==> config.mk <==
export PLATFORM = sky130hd
export DESIGN_NAME = dmem_arbiter
export DESIGN_NICKNAME = d
export VERILOG_FILES = /design/src/rtl/dmem_pkg.sv /design/src/rtl/dmem_rsp_route.sv /design/src/rtl/dmem_arbiter.sv
export SDC_FILE = /design/constraint.sdc
export NUM_CORES = 1
export LEC_CHECK = 0
export CORE_ASPECT_RATIO = 0.6
export CORE_MARGIN = 2
export CORE_UTILIZATION = 49
export DETAILED_ROUTE_END_ITERATION = 6
export PLACE_DENSITY_LB_ADDON = 0.1
export SYNTH_ARGS = -nofsm -noshare
export SYNTH_HDL_FRONTEND = slang
export SYNTH_HIERARCHICAL = 1
export SYNTH_SLANG_ARGS = --single-unit
==> constraint.sdc <==
create_clock -name clk -period 2.5 [get_ports clk]
set_input_delay 0.375 -clock clk [delete_from_list [all_inputs] [get_ports clk]]
set_output_delay 0.375 -clock clk [all_outputs]
set_load 0.05 [all_outputs]
==> src/rtl/dmem_pkg.sv <==
// Shared types for the data-memory arbiter: arbiter state, request record and
// default port widths.
package dmem_pkg;

    localparam int DMEM_ADDR_W = 9;
    localparam int DMEM_DATA_W = 32;

    typedef enum logic {
        ARB   = 1'b0,
        DLOCK = 1'b1
    } arb_state_t;

    // Sized by the package defaults; the arbiter is instantiated at those widths.
    typedef struct packed {
        logic                   we;
        logic [DMEM_ADDR_W-1:0] addr;
        logic [DMEM_DATA_W-1:0] wdata;
    } mem_req_t;

endpackage

==> src/rtl/dmem_rsp_route.sv <==
// Carries the {is_read, owner} tag two cycles alongside each accepted access and
// steers the returning memory read data to the requester that issued it.
module dmem_rsp_route #(
    parameter int DATA_W = 32
) (
    input  logic              clk,
    input  logic              reset,
    input  logic              acc,
    input  logic              is_read,
    input  logic              owner,
    input  logic [DATA_W-1:0] rd_data,
    output logic              c_rvalid,
    output logic [DATA_W-1:0] c_rdata,
    output logic              d_rvalid,
    output logic [DATA_W-1:0] d_rdata
);

    logic              vld_p1;
    logic              vld_p2;
    logic              owner_p1;
    logic              owner_p2;
    logic [DATA_W-1:0] c_hold;
    logic [DATA_W-1:0] d_hold;

    always_ff @(posedge clk) begin
        owner_p1 <= owner;
        owner_p2 <= owner_p1;
        if (reset) begin
            vld_p1 <= 1'b0;
            vld_p2 <= 1'b0;
            c_hold <= '0;
            d_hold <= '0;
        end else begin
            // p1: strobe cycle; p2: memory returns rd_data
            vld_p1 <= acc & is_read;
            vld_p2 <= vld_p1;
            if (c_rvalid) c_hold <= rd_data;
            if (d_rvalid) d_hold <= rd_data;
        end
    end

    // Read data is passed straight through in its valid cycle and held afterwards.
    assign c_rvalid = vld_p2 & ~owner_p2;
    assign d_rvalid = vld_p2 & owner_p2;
    assign c_rdata  = c_rvalid ? rd_data : c_hold;
    assign d_rdata  = d_rvalid ? rd_data : d_hold;

endmodule

==> src/rtl/dmem_arbiter.sv <==
// Two-requester data-memory arbiter: core has fixed priority, debug gets a
// starvation boost after MAX_WAIT denied cycles and can lock the port for bursts.
module dmem_arbiter
    import dmem_pkg::*;
#(
    parameter int ADDR_W   = DMEM_ADDR_W,
    parameter int DATA_W   = DMEM_DATA_W,
    parameter int MAX_WAIT = 4
) (
    input  logic              clk,
    input  logic              reset,
    input  logic              c_req,
    input  logic              c_we,
    input  logic [ADDR_W-1:0] c_addr,
    input  logic [DATA_W-1:0] c_wdata,
    output logic              c_gnt,
    output logic              c_stall,
    output logic              c_rvalid,
    output logic [DATA_W-1:0] c_rdata,
    input  logic              d_req,
    input  logic              d_we,
    input  logic              d_lock,
    input  logic [ADDR_W-1:0] d_addr,
    input  logic [DATA_W-1:0] d_wdata,
    output logic              d_gnt,
    output logic              d_rvalid,
    output logic [DATA_W-1:0] d_rdata,
    output logic              wr,
    output logic              rd,
    output logic [ADDR_W-1:0] addr,
    output logic [DATA_W-1:0] wr_data,
    input  logic [DATA_W-1:0] rd_data
);

    localparam logic [3:0] WAIT_MAX = 4'(MAX_WAIT);

    arb_state_t state;
    arb_state_t state_nx;
    logic [3:0] wait_cnt;
    logic [3:0] wait_nx;
    mem_req_t   win_p0;
    logic       acc_p0;

    always_comb begin
        c_gnt    = 1'b0;
        d_gnt    = 1'b0;
        state_nx = state;
        wait_nx  = wait_cnt;
        case (state)
            ARB: begin
                if (d_req && wait_cnt == WAIT_MAX) d_gnt = 1'b1;
                else if (c_req)                    c_gnt = 1'b1;
                else if (d_req)                    d_gnt = 1'b1;

                if (d_req && !d_gnt)
                    wait_nx = (wait_cnt == WAIT_MAX) ? wait_cnt : wait_cnt + 4'd1;
                else
                    wait_nx = '0;

                if (d_gnt && d_lock) state_nx = DLOCK;
            end
            DLOCK: begin
                // Core is shut out for the whole burst; d_gnt follows d_req.
                d_gnt   = d_req;
                wait_nx = '0;
                if (!d_req || !d_lock) state_nx = ARB;
            end
            default: state_nx = ARB;
        endcase
    end

    always_comb begin
        acc_p0 = c_gnt | d_gnt;
        if (d_gnt) begin
            win_p0.we    = d_we;
            win_p0.addr  = d_addr;
            win_p0.wdata = d_wdata;
        end else begin
            win_p0.we    = c_we;
            win_p0.addr  = c_addr;
            win_p0.wdata = c_wdata;
        end
    end

    assign c_stall = c_req & ~c_gnt;

    always_ff @(posedge clk) begin
        if (reset) begin
            state    <= ARB;
            wait_cnt <= '0;
            wr       <= 1'b0;
            rd       <= 1'b0;
            addr     <= '0;
            wr_data  <= '0;
        end else begin
            // accept stage -> registered memory strobes
            state    <= state_nx;
            wait_cnt <= wait_nx;
            wr       <= acc_p0 & win_p0.we;
            rd       <= acc_p0 & ~win_p0.we;
            if (acc_p0) begin
                addr    <= win_p0.addr;
                wr_data <= win_p0.wdata;
            end
        end
    end

    dmem_rsp_route #(
        .DATA_W (DATA_W)
    ) u_rsp_route (
        .clk      (clk),
        .reset    (reset),
        .acc      (acc_p0),
        .is_read  (~win_p0.we),
        .owner    (d_gnt),
        .rd_data  (rd_data),
        .c_rvalid (c_rvalid),
        .c_rdata  (c_rdata),
        .d_rvalid (d_rvalid),
        .d_rdata  (d_rdata)
    );

endmodule

Word-level counts from Yosys, hierarchy flattened
Index checks and enable logic that the tools add are counted.
{"block": "word_totals", "inputBits": 121, "output_inout_bits": 112, "ff_bits": 115}
{"block": "op_classes", "add_sub_neg": 1, "n_eq_ne": 2, "muxes": 17, "reduce_logical": 7, "bitwise_logic": 10}
{"operator": "$mux 32", "count": 2}
{"operator": "$mux 42", "count": 1}
{"operator": "$mux 1", "count": 9}
{"operator": "$mux 4", "count": 2}
{"operator": "$pmux 4 s2", "count": 1}
{"operator": "$and 1x1->1", "count": 5}
{"operator": "$add 4x1->4 const B", "count": 1}
{"operator": "$eq 4x3->1 const B", "count": 1}
{"operator": "$not 1->1", "count": 4}
{"operator": "$pmux 1 s2", "count": 2}
{"operator": "$logic_and 1x1->1", "count": 3}
{"operator": "$logic_not 1->1", "count": 3}
{"operator": "$ne 3x3->1 const B", "count": 1}
{"operator": "$logic_or 1x1->1", "count": 1}
{"operator": "$or 1x1->1", "count": 1}

Logic depth before layout (Yosys ltp)
Gate-level depths: netlist of the first run.
{"block": "logic_depth", "depth_word": 8, "ltp_mapped": 7}

By module
The synthesis of the first run kept the hierarchy.
{"module": "dmem_rsp_route", "seq_area_each_um2": 1361.3, "cells_each": 321, "n_inst": 1, "area_per_inst_um2": 3562.2}
{"module": "dmem_arbiter", "seq_area_each_um2": 960.9, "cells_each": 280, "n_inst": 1, "area_per_inst_um2": 2721.4}

Least setup slack after synthesis of the first run
No wires, ideal clock.
{"block": "synth_timing", "path_kind": "register -> output", "start": "reg wait_cnt[0]", "end": "out c_stall", "slack_ps": -33, "path_buffers": 0, "required_ps": 2125, "t_arrival_ps": 2158, "stages_incl_launch_ff": 6, "cell_sequence": "dfxtp_1 > inv_1 > ha_1 > and3b_1 > a21oi_1 > nor2b_1"}
{"block": "synth_between", "elab_chain_cells": 6}
{"item": "start, declared", "line": "dmem_arbiter.sv:39", "text": "logic [3:0] wait_cnt;"}
{"item": "start signal, assigned", "line": "dmem_arbiter.sv:98", "text": "wait_cnt <= wait_nx;"}
{"item": "$eq 4x3->1", "line": "dmem_arbiter.sv:51", "text": "if (d_req && wait_cnt == WAIT_MAX) d_gnt = 1'b1;"}
{"item": "$logic_and 1x1->1", "line": "dmem_arbiter.sv:51"}
{"item": "$mux 1", "line": "dmem_arbiter.sv:51"}
{"item": "$mux 1", "line": "dmem_arbiter.sv:49", "text": "case (state)"}
{"item": "via c_gnt", "line": "dmem_arbiter.sv:16", "text": "output logic c_gnt,"}
{"item": "$not 1->1", "line": "dmem_arbiter.sv:85", "text": "assign c_stall = c_req & ~c_gnt;"}
{"item": "$and 1x1->1", "line": "dmem_arbiter.sv:85"}
{"item": "end, declared", "line": "dmem_arbiter.sv:17", "text": "output logic c_stall,"}
The timed path passes the listed nets, and every way through them passes these cells.

Worst setup path in the final report of the first run
{"block": "layout_timing", "start": "reg u_rsp_route.owner_p2", "end": "out c_rdata[11]"}
{"block": "layout_between", "elab_chain_cells": 3}
{"item": "start, declared", "line": "dmem_rsp_route.sv:21", "text": "logic owner_p2;"}
{"item": "start signal, assigned", "line": "dmem_rsp_route.sv:27", "text": "owner_p2 <= owner_p1;"}
{"item": "$not 1->1", "line": "dmem_rsp_route.sv:43", "text": "assign c_rvalid = vld_p2 & ~owner_p2;"}
{"item": "$and 1x1->1", "line": "dmem_rsp_route.sv:43"}
{"item": "$mux 32"}
{"item": "end, declared", "line": "dmem_arbiter.sv:19", "text": "output logic [DATA_W-1:0] c_rdata,"}
Every way passes these cells.

==> impl_metrics.env, run 1 <==
export IMPL_status="finished clean"
export IMPL_cts_resized=1
export IMPL_p_leak_uw=0.00386
export IMPL_cts_hold_buf=0
export IMPL_ctsHtreeMaxLevel=4
export IMPL_numClockSinks=116
export IMPL_die_area_um2=13800
export IMPL_synth_top_area_share_pct=37.0
export IMPL_cp_end_kind="output pin"
export IMPL_synth_edf_count=0
export IMPL_maxCapViolations=0
export IMPL_clk_pin_slew_worst_paths_ps=50
export IMPL_power_density_nw_per_um2=629
export IMPL_yosysUniqueCellTypes=32
export IMPL_ioPinCount=233
export IMPL_synth_area_top_cells="dfxtp_1, mux2i_1, nand2b_1"
export IMPL_power_share_clock_pct=45.8
export IMPL_crit_path_max_fanout=39
export IMPL_setup_violations=0
export IMPL_fmax_mhz=433
export IMPL_synth_ff_type="dfxtp_1"
export IMPL_root_buffer="clkbuf_16"
export IMPL_r2r_end="u_rsp_route/c_hold[15]"
export IMPL_path_cells="nand2b_4, mux2_2, buf_4"
export IMPL_hold_worst_slack_ps=374
export IMPL_finClkSkew_ps=10.0
export IMPL_num_antenna_cells=0
export IMPL_grt_usage_pct=24.7
export IMPL_synthCells=601
export IMPL_gp_congestion=0.833
export IMPL_intPower_uw=4200
export IMPL_synth_seq_area_share_pct=37.0
export IMPL_grt_overflow_total=0
export IMPL_syn2layout_area_growth_pct=44.9
export IMPL_cpPeakStageDelay_ps=550
export IMPL_drc=0
export IMPL_min_from="u_rsp_route/owner_p1"
export IMPL_vdd_ir_drop_max_mv=0.498
export IMPL_rrSetupSlack_ps=510
export IMPL_finalPower_uw=5730
export IMPL_final_hold_violation_count=0
export IMPL_postRouteAntennaNets=0
export IMPL_min_period_over_period_pct=92.4
export IMPL_min_path_cells=0
export IMPL_cp_top_family="simple AND/OR/NAND/NOR gates"
export IMPL_power_switching_uw=1530
export IMPL_regToRegStartpoint="u_rsp_route/vld_p2"
export IMPL_cts_tree="done"
export IMPL_antenna_found_initial=0
export IMPL_setup_tns_ps=0
export IMPL_drive_gt1_share_pct=23.7
export IMPL_startpoint_type="register"
export IMPL_start_util_pct=51.1
export IMPL_wl_per_cell_um=17.3
export IMPL_synth_area_per_cell_um2=10.5
export IMPL_hp_class="reg -> reg"
export IMPL_grt_pass1_vias=5437
export IMPL_via_per_inst=5.42
export IMPL_drt_iter0_markers=210
export IMPL_period_needed_ps=2310
export IMPL_swShare_pct=26.7
export IMPL_num_nets_final=932
export IMPL_drt_total_wl_um=17100
export IMPL_p_comb_share_pct=19.7
export IMPL_drt_pass1_iterations=5
export IMPL_min_to="u_rsp_route/owner_p2"
export IMPL_dp_hpwl_um=11700
export IMPL_ys_warn_count=6
export IMPL_post_synth_top_area_cell="dfxtp_1"
export IMPL_clock_latency_ps=400
export IMPL_p_seq_share_pct=34.5
export IMPL_ys_ff_latch=116
export IMPL_vias=5352
export IMPL_die_height_um=91.7
export IMPL_relSlewSlack_pct=55.0
export IMPL_numCtsBuffers=17
export IMPL_port_buffers=232
export IMPL_r2r_cells=4
export IMPL_grt_max_degree=125
export IMPL_cts_buffer_depth=2
export IMPL_drv_slew=0
export IMPL_crit_required_ps=2120
export IMPL_grt_pass1_wl_um=27300
export IMPL_core_um2=12300
export IMPL_path_class="reg -> out"
export IMPL_rsz0062_at_grt="false"
export IMPL_tightest_slew_ps=675
export IMPL_syn_cell_area_um2=6280
export IMPL_ys_async_sr_fraction_pct=0
export IMPL_syn_nets=724
export IMPL_path_depth=3
export IMPL_die_x_um=150
export IMPL_cp_slowest_cell="nand2b_4"
export IMPL_worstPathArrival_ps=1930
export IMPL_crit_buf_inv=1
export IMPL_cts_setup_buffers=0
export IMPL_rows=31
[final cells by class]
class	instances	area, um2
flip-flops and latches	116	2320
repair buffers	245	2310
fillers	837	3190
clock inverters	13	208
well taps	165	206
inverters	5	21.3
clock buffers	19	433
multi-input cells	424	3600
[power by group through the flow]
stage | Sequential, uW | Clock (uW) | Combinational [uW]
after floorplan | 2190 | 0 | 498
after global placement | 2010 | 0 | 1110
after detailed placement | 2010 | 0 | 1130
after CTS | 1980 | 2660 | 1140
after global routing | 1980 | 2760 | 1190
final | 1980 | 2620 | 1130
[per-layer routing]
metal | share of wire, % | global-route usage [%] | up-vias
met5 | 0 | 0 | -
met2 | 48 | 40.9 | 171
met1 | 44 | 31.8 | 2559
met4 | 1.4 | 7.23 | 0
met3 | 6.0 | 6.32 | 21
li1 | - | - | 2601
[cells in the mapped netlist, types with 2 or more instances]
| cell | n |
|---|---|
| a21oi_1 | 3 |
| nand4b_1 | 41 |
| mux2_2 | 50 |
| o211ai_2 | 8 |
| o211ai_1 | 34 |
| buf_4 | 11 |
| mux2i_1 | 106 |
| buf_6 | 10 |
| inv_1 | 3 |
| nand3b_1 | 2 |
| nand2_1 | 2 |
| dfxtp_1 | 116 |
| ha_1 | 2 |
| nor3b_1 | 2 |
| clkbuf_1 | 14 |
| mux2_4 | 14 |
| buf_2 | 20 |
| nor2b_1 | 3 |
| nand3_1 | 44 |
| nand2b_1 | 101 |
| nor2_1 | 4 |
[how the worst max path moves through the flow]
| stage | start | endpoint | slack (ps) |
|---|---|---|---|
| after floorplan | wait_cnt[0] | c_stall | 340 |
| after global placement | c_req | d_gnt | 420 |
| after detailed placement | c_req | d_gnt | 350 |
| after CTS | wait_cnt[0] | d_gnt | 120 |
| after global routing | u_rsp_route/owner_p2 | c_rdata[3] | 80 |
| final | u_rsp_route/owner_p2 | c_rdata[11] | 190 |
[cell families (layout without fill, tap and decap cells)]
kind of cell    count (synthesis)  after routing  share of synthesized area [%]
simple gates                  204            204                           21.3
fa+ha+maj                       2              2                          0.398
flops                         116            116                           37.0
compound gates                 48             48                           6.21
buf+inv                        61            282                           5.95
mux                           170            170                           29.2
[sequential cells by signal (all words and copies together) (netlist names)]
signal                flops
u_rsp_route/owner_p1      1
u_rsp_route/owner_p2      1
wait_cnt                  4
u_rsp_route/vld_p2        1
addr                      9
wr                        1
wr_data                  32
u_rsp_route/d_hold       32
u_rsp_route/c_hold       32
state                     1
rd                        1
u_rsp_route/vld_p1        1
[worst register-to-register path, stage by stage (launching register included)]
cell	delay [ps]
dfxtp_1	380
nand2b_4	370
inv_2	450
buf_4	410
mux2i_1	300
[through the flow]
stage	cell area, um2	std cells	setup WS [ps]	utilization, %
after floorplan	6290	601	344	-
after global routing	9110	987	77.9	74.1
after global placement	8460	955	423	68.8
after CTS	9100	987	119	74.0
final	9110	987	191	74.1
after detailed placement	8460	955	347	68.8
[placed cells by master (no fill, tap or decap), types with 2 or more instances in the layout]
| cell | count |
|---|---|
| o211ai_1 | 34 |
| nand2b_1 | 100 |
| clkinv_4 | 4 |
| nor2_1 | 4 |
| buf_12 | 6 |
| clkdlybuf4s50_1 | 161 |
| clkbuf_16 | 17 |
| dfxtp_1 | 116 |
| ha_1 | 2 |
| mux2_4 | 14 |
| clkinv_2 | 3 |
| mux2i_1 | 106 |
| clkbuf_1 | 2 |
| buf_4 | 77 |
| inv_1 | 3 |
| nand4b_1 | 41 |
| bufinv_16 | 5 |
| nor2b_1 | 2 |
| nand3b_1 | 2 |
| mux2_2 | 50 |
| nor3b_1 | 2 |
| nand3_1 | 44 |
| a21oi_1 | 2 |
| o211ai_2 | 8 |
Note: power is estimated with default switching activity, not from simulation.
==> run 2: changes to the inputs <==
--- a/config.mk
+++ b/config.mk
@@ -7,7 +7,8 @@
 export LEC_CHECK = 0
 export CORE_ASPECT_RATIO = 0.6
 export CORE_MARGIN = 2
-export CORE_UTILIZATION = 49
+export CORE_UTILIZATION = 50
+export CTS_BUF_LIST = sky130_fd_sc_hd__clkbuf_4 sky130_fd_sc_hd__clkbuf_8
 export DETAILED_ROUTE_END_ITERATION = 6
 export PLACE_DENSITY_LB_ADDON = 0.1
 export SYNTH_ARGS = -nofsm -noshare
==> impl_metrics.env, run 2 (synthesized netlist as in run 1, its figures left out) <==
export IMPL_numClockSinks=116
export IMPL_crit_end="d_gnt"
export IMPL_power_density_nw_per_um2=552
export IMPL_cts_tree="done"
export IMPL_grt_usage_pct=25.7
export IMPL_wl_per_cell_um=17.5
export IMPL_num_nets_final=934
export IMPL_rsz0062_at_grt="false"
export IMPL_cts_setup_buffers=0
export IMPL_vdd_ir_drop_max_mv=0.304
export IMPL_reg_top3="u_rsp_route/c_hold: 32 flops, u_rsp_route/d_hold: 32 flops, wr_data: 32 flops"
export IMPL_setup_violations=0
export IMPL_core_um2=12100
export IMPL_relSlewSlack_pct=47.2
export IMPL_drt_pass1_iterations=5
export IMPL_worstPathArrival_ps=1960
export IMPL_hp_class="reg -> reg"
export IMPL_r2r_end="u_rsp_route/vld_p1"
export IMPL_grt_max_degree=117
export IMPL_cts_hold_buf=0
export IMPL_fin_cells=987
export IMPL_final_hold_violation_count=0
export IMPL_root_buffer="clkbuf_8"
export IMPL_grt_pass1_vias=5530
export IMPL_regToRegStartpoint="wait_cnt[0]"
export IMPL_path_class="reg -> out"
export IMPL_num_antenna_cells=0
export IMPL_maxCapViolations=0
export IMPL_rrSetupSlack_ps=900
export IMPL_critPathLaunch="wait_cnt[0]"
export IMPL_crit_path_max_fanout=5
export IMPL_ctsHtreeMaxLevel=4
export IMPL_clock_latency_ps=430
export IMPL_tightest_slew_ps=792
export IMPL_vias=5422
export IMPL_cts_buffer_depth=2
export IMPL_fill_cells=844
export IMPL_numCtsBuffers=17
export IMPL_cts_resized=1
export IMPL_die_area_um2=13500
export IMPL_cp_end_kind="output pin"
export IMPL_postRouteAntennaNets=0
export IMPL_via_per_inst=5.49
export IMPL_rows=31
export IMPL_drv_slew=0
export IMPL_grt_overflow_total=0
export IMPL_setup_tns_ps=0
export IMPL_p_leak_uw=0.00377
export IMPL_gp_congestion=0.823
export IMPL_ioPinCount=233
export IMPL_drc=0
export IMPL_antenna_found_initial=0
export IMPL_grt_pass1_wl_um=27700
export IMPL_r2r_cells=7
export IMPL_layout_common_cells="clkdlybuf4s50_1, dfxtp_1, mux2i_1"
export IMPL_numPlacedInstances=957
export IMPL_layout_commonest_cell="clkdlybuf4s50_1"
export IMPL_drt_iter0_markers=246
export IMPL_period_needed_ps=2330
export IMPL_status="finished clean"
export IMPL_drive_gt1_share_pct=23.8
export IMPL_drt_total_wl_um=17300
export IMPL_min_period_over_period_pct=93.2
export IMPL_syn2layout_area_growth_pct=41.6
export IMPL_die_height_um=90.8
export IMPL_crit_required_ps=2120
export IMPL_fmax_mhz=429
export IMPL_dp_hpwl_um=12000
export IMPL_start_util_pct=51.8
export IMPL_port_buffers=232
export IMPL_die_x_um=149
export IMPL_finClkSkew_ps=8.30
export IMPL_startpoint_type="register"
export IMPL_clk_pin_slew_worst_paths_ps=70
[run 2: cell types whose count changed in the layout (fill, tap and decap cells not counted), sizes merged]
cell	delta
clkinv	-1
buf	+2
clkbuf	+1
bufinv	-2
[run 2: critical path, stage by stage (launching register included)]
cell     delay [ps]
dfxtp_1         370
inv_1            60
ha_1            250
and3b_1         270
o21ai_1         280
inv_1           130
buf_12          170
[run 2: cell type report]
type / count / area, um2 / share of cell area (%)
Inverter: 5 / 21.3 / 0.239
Clock inverter: 10 / 131 / 1.48
Timing Repair Buffer: 247 / 2340 / 26.3
Multi-Input combinational cell: 424 / 3600 / 40.4
Tap cell: 165 / 206 / 2.32
Sequential cell: 116 / 2320 / 26.1
Clock buffer: 20 / 275 / 3.09
[run 2: worst min path at each step]
stage | startpoint | endpoint | slack (ps) | depth (start not counted)
global route | u_rsp_route/owner_p1 | u_rsp_route/owner_p2 | 370 | 0
detailed placement | u_rsp_route/owner_p1 | u_rsp_route/owner_p2 | 350 | 0
CTS | u_rsp_route/owner_p1 | u_rsp_route/owner_p2 | 370 | 0
finish | u_rsp_route/owner_p1 | u_rsp_route/owner_p2 | 360 | 0
floorplan | u_rsp_route/owner_p1 | u_rsp_route/owner_p2 | 310 | 0
global placement | u_rsp_route/owner_p1 | u_rsp_route/owner_p2 | 360 | 0
[run 2: power by group]
part / total [uW] / internal [uW] / switching (uW)
sequential: 1970 / 1930 / 42.7
combinational: 1140 / 505 / 631
clock: 1810 / 1050 / 759
total: 4910 / 3480 / 1430
[run 2: stage by stage]
step / worst slack, ps / total power (uW) / util (%) / hold WS (ps) / area, um2
2_1_floorplan: 344 / 2690 / - / 310 / 6290
3_3_place_gp: 440 / 3120 / 69.9 / 358 / 8490
3_5_place_dp: 321 / 3150 / 69.9 / 353 / 8490
4_1_cts: 137 / 4960 / 73.3 / 369 / 8900
5_1_grt: 0.712 / 5110 / 73.3 / 371 / 8900
6_report: 169 / 4910 / 73.3 / 365 / 8900
[run 2: metal layers]
metal  up-vias  GRT usage [%]  part of all wire [%]
li1       2604              -                     -
met1      2622           32.5                    44
met2       180           42.2                    47
met3        16           7.47                   7.6
met4         0           8.02                   1.2
met5         -              0                     0
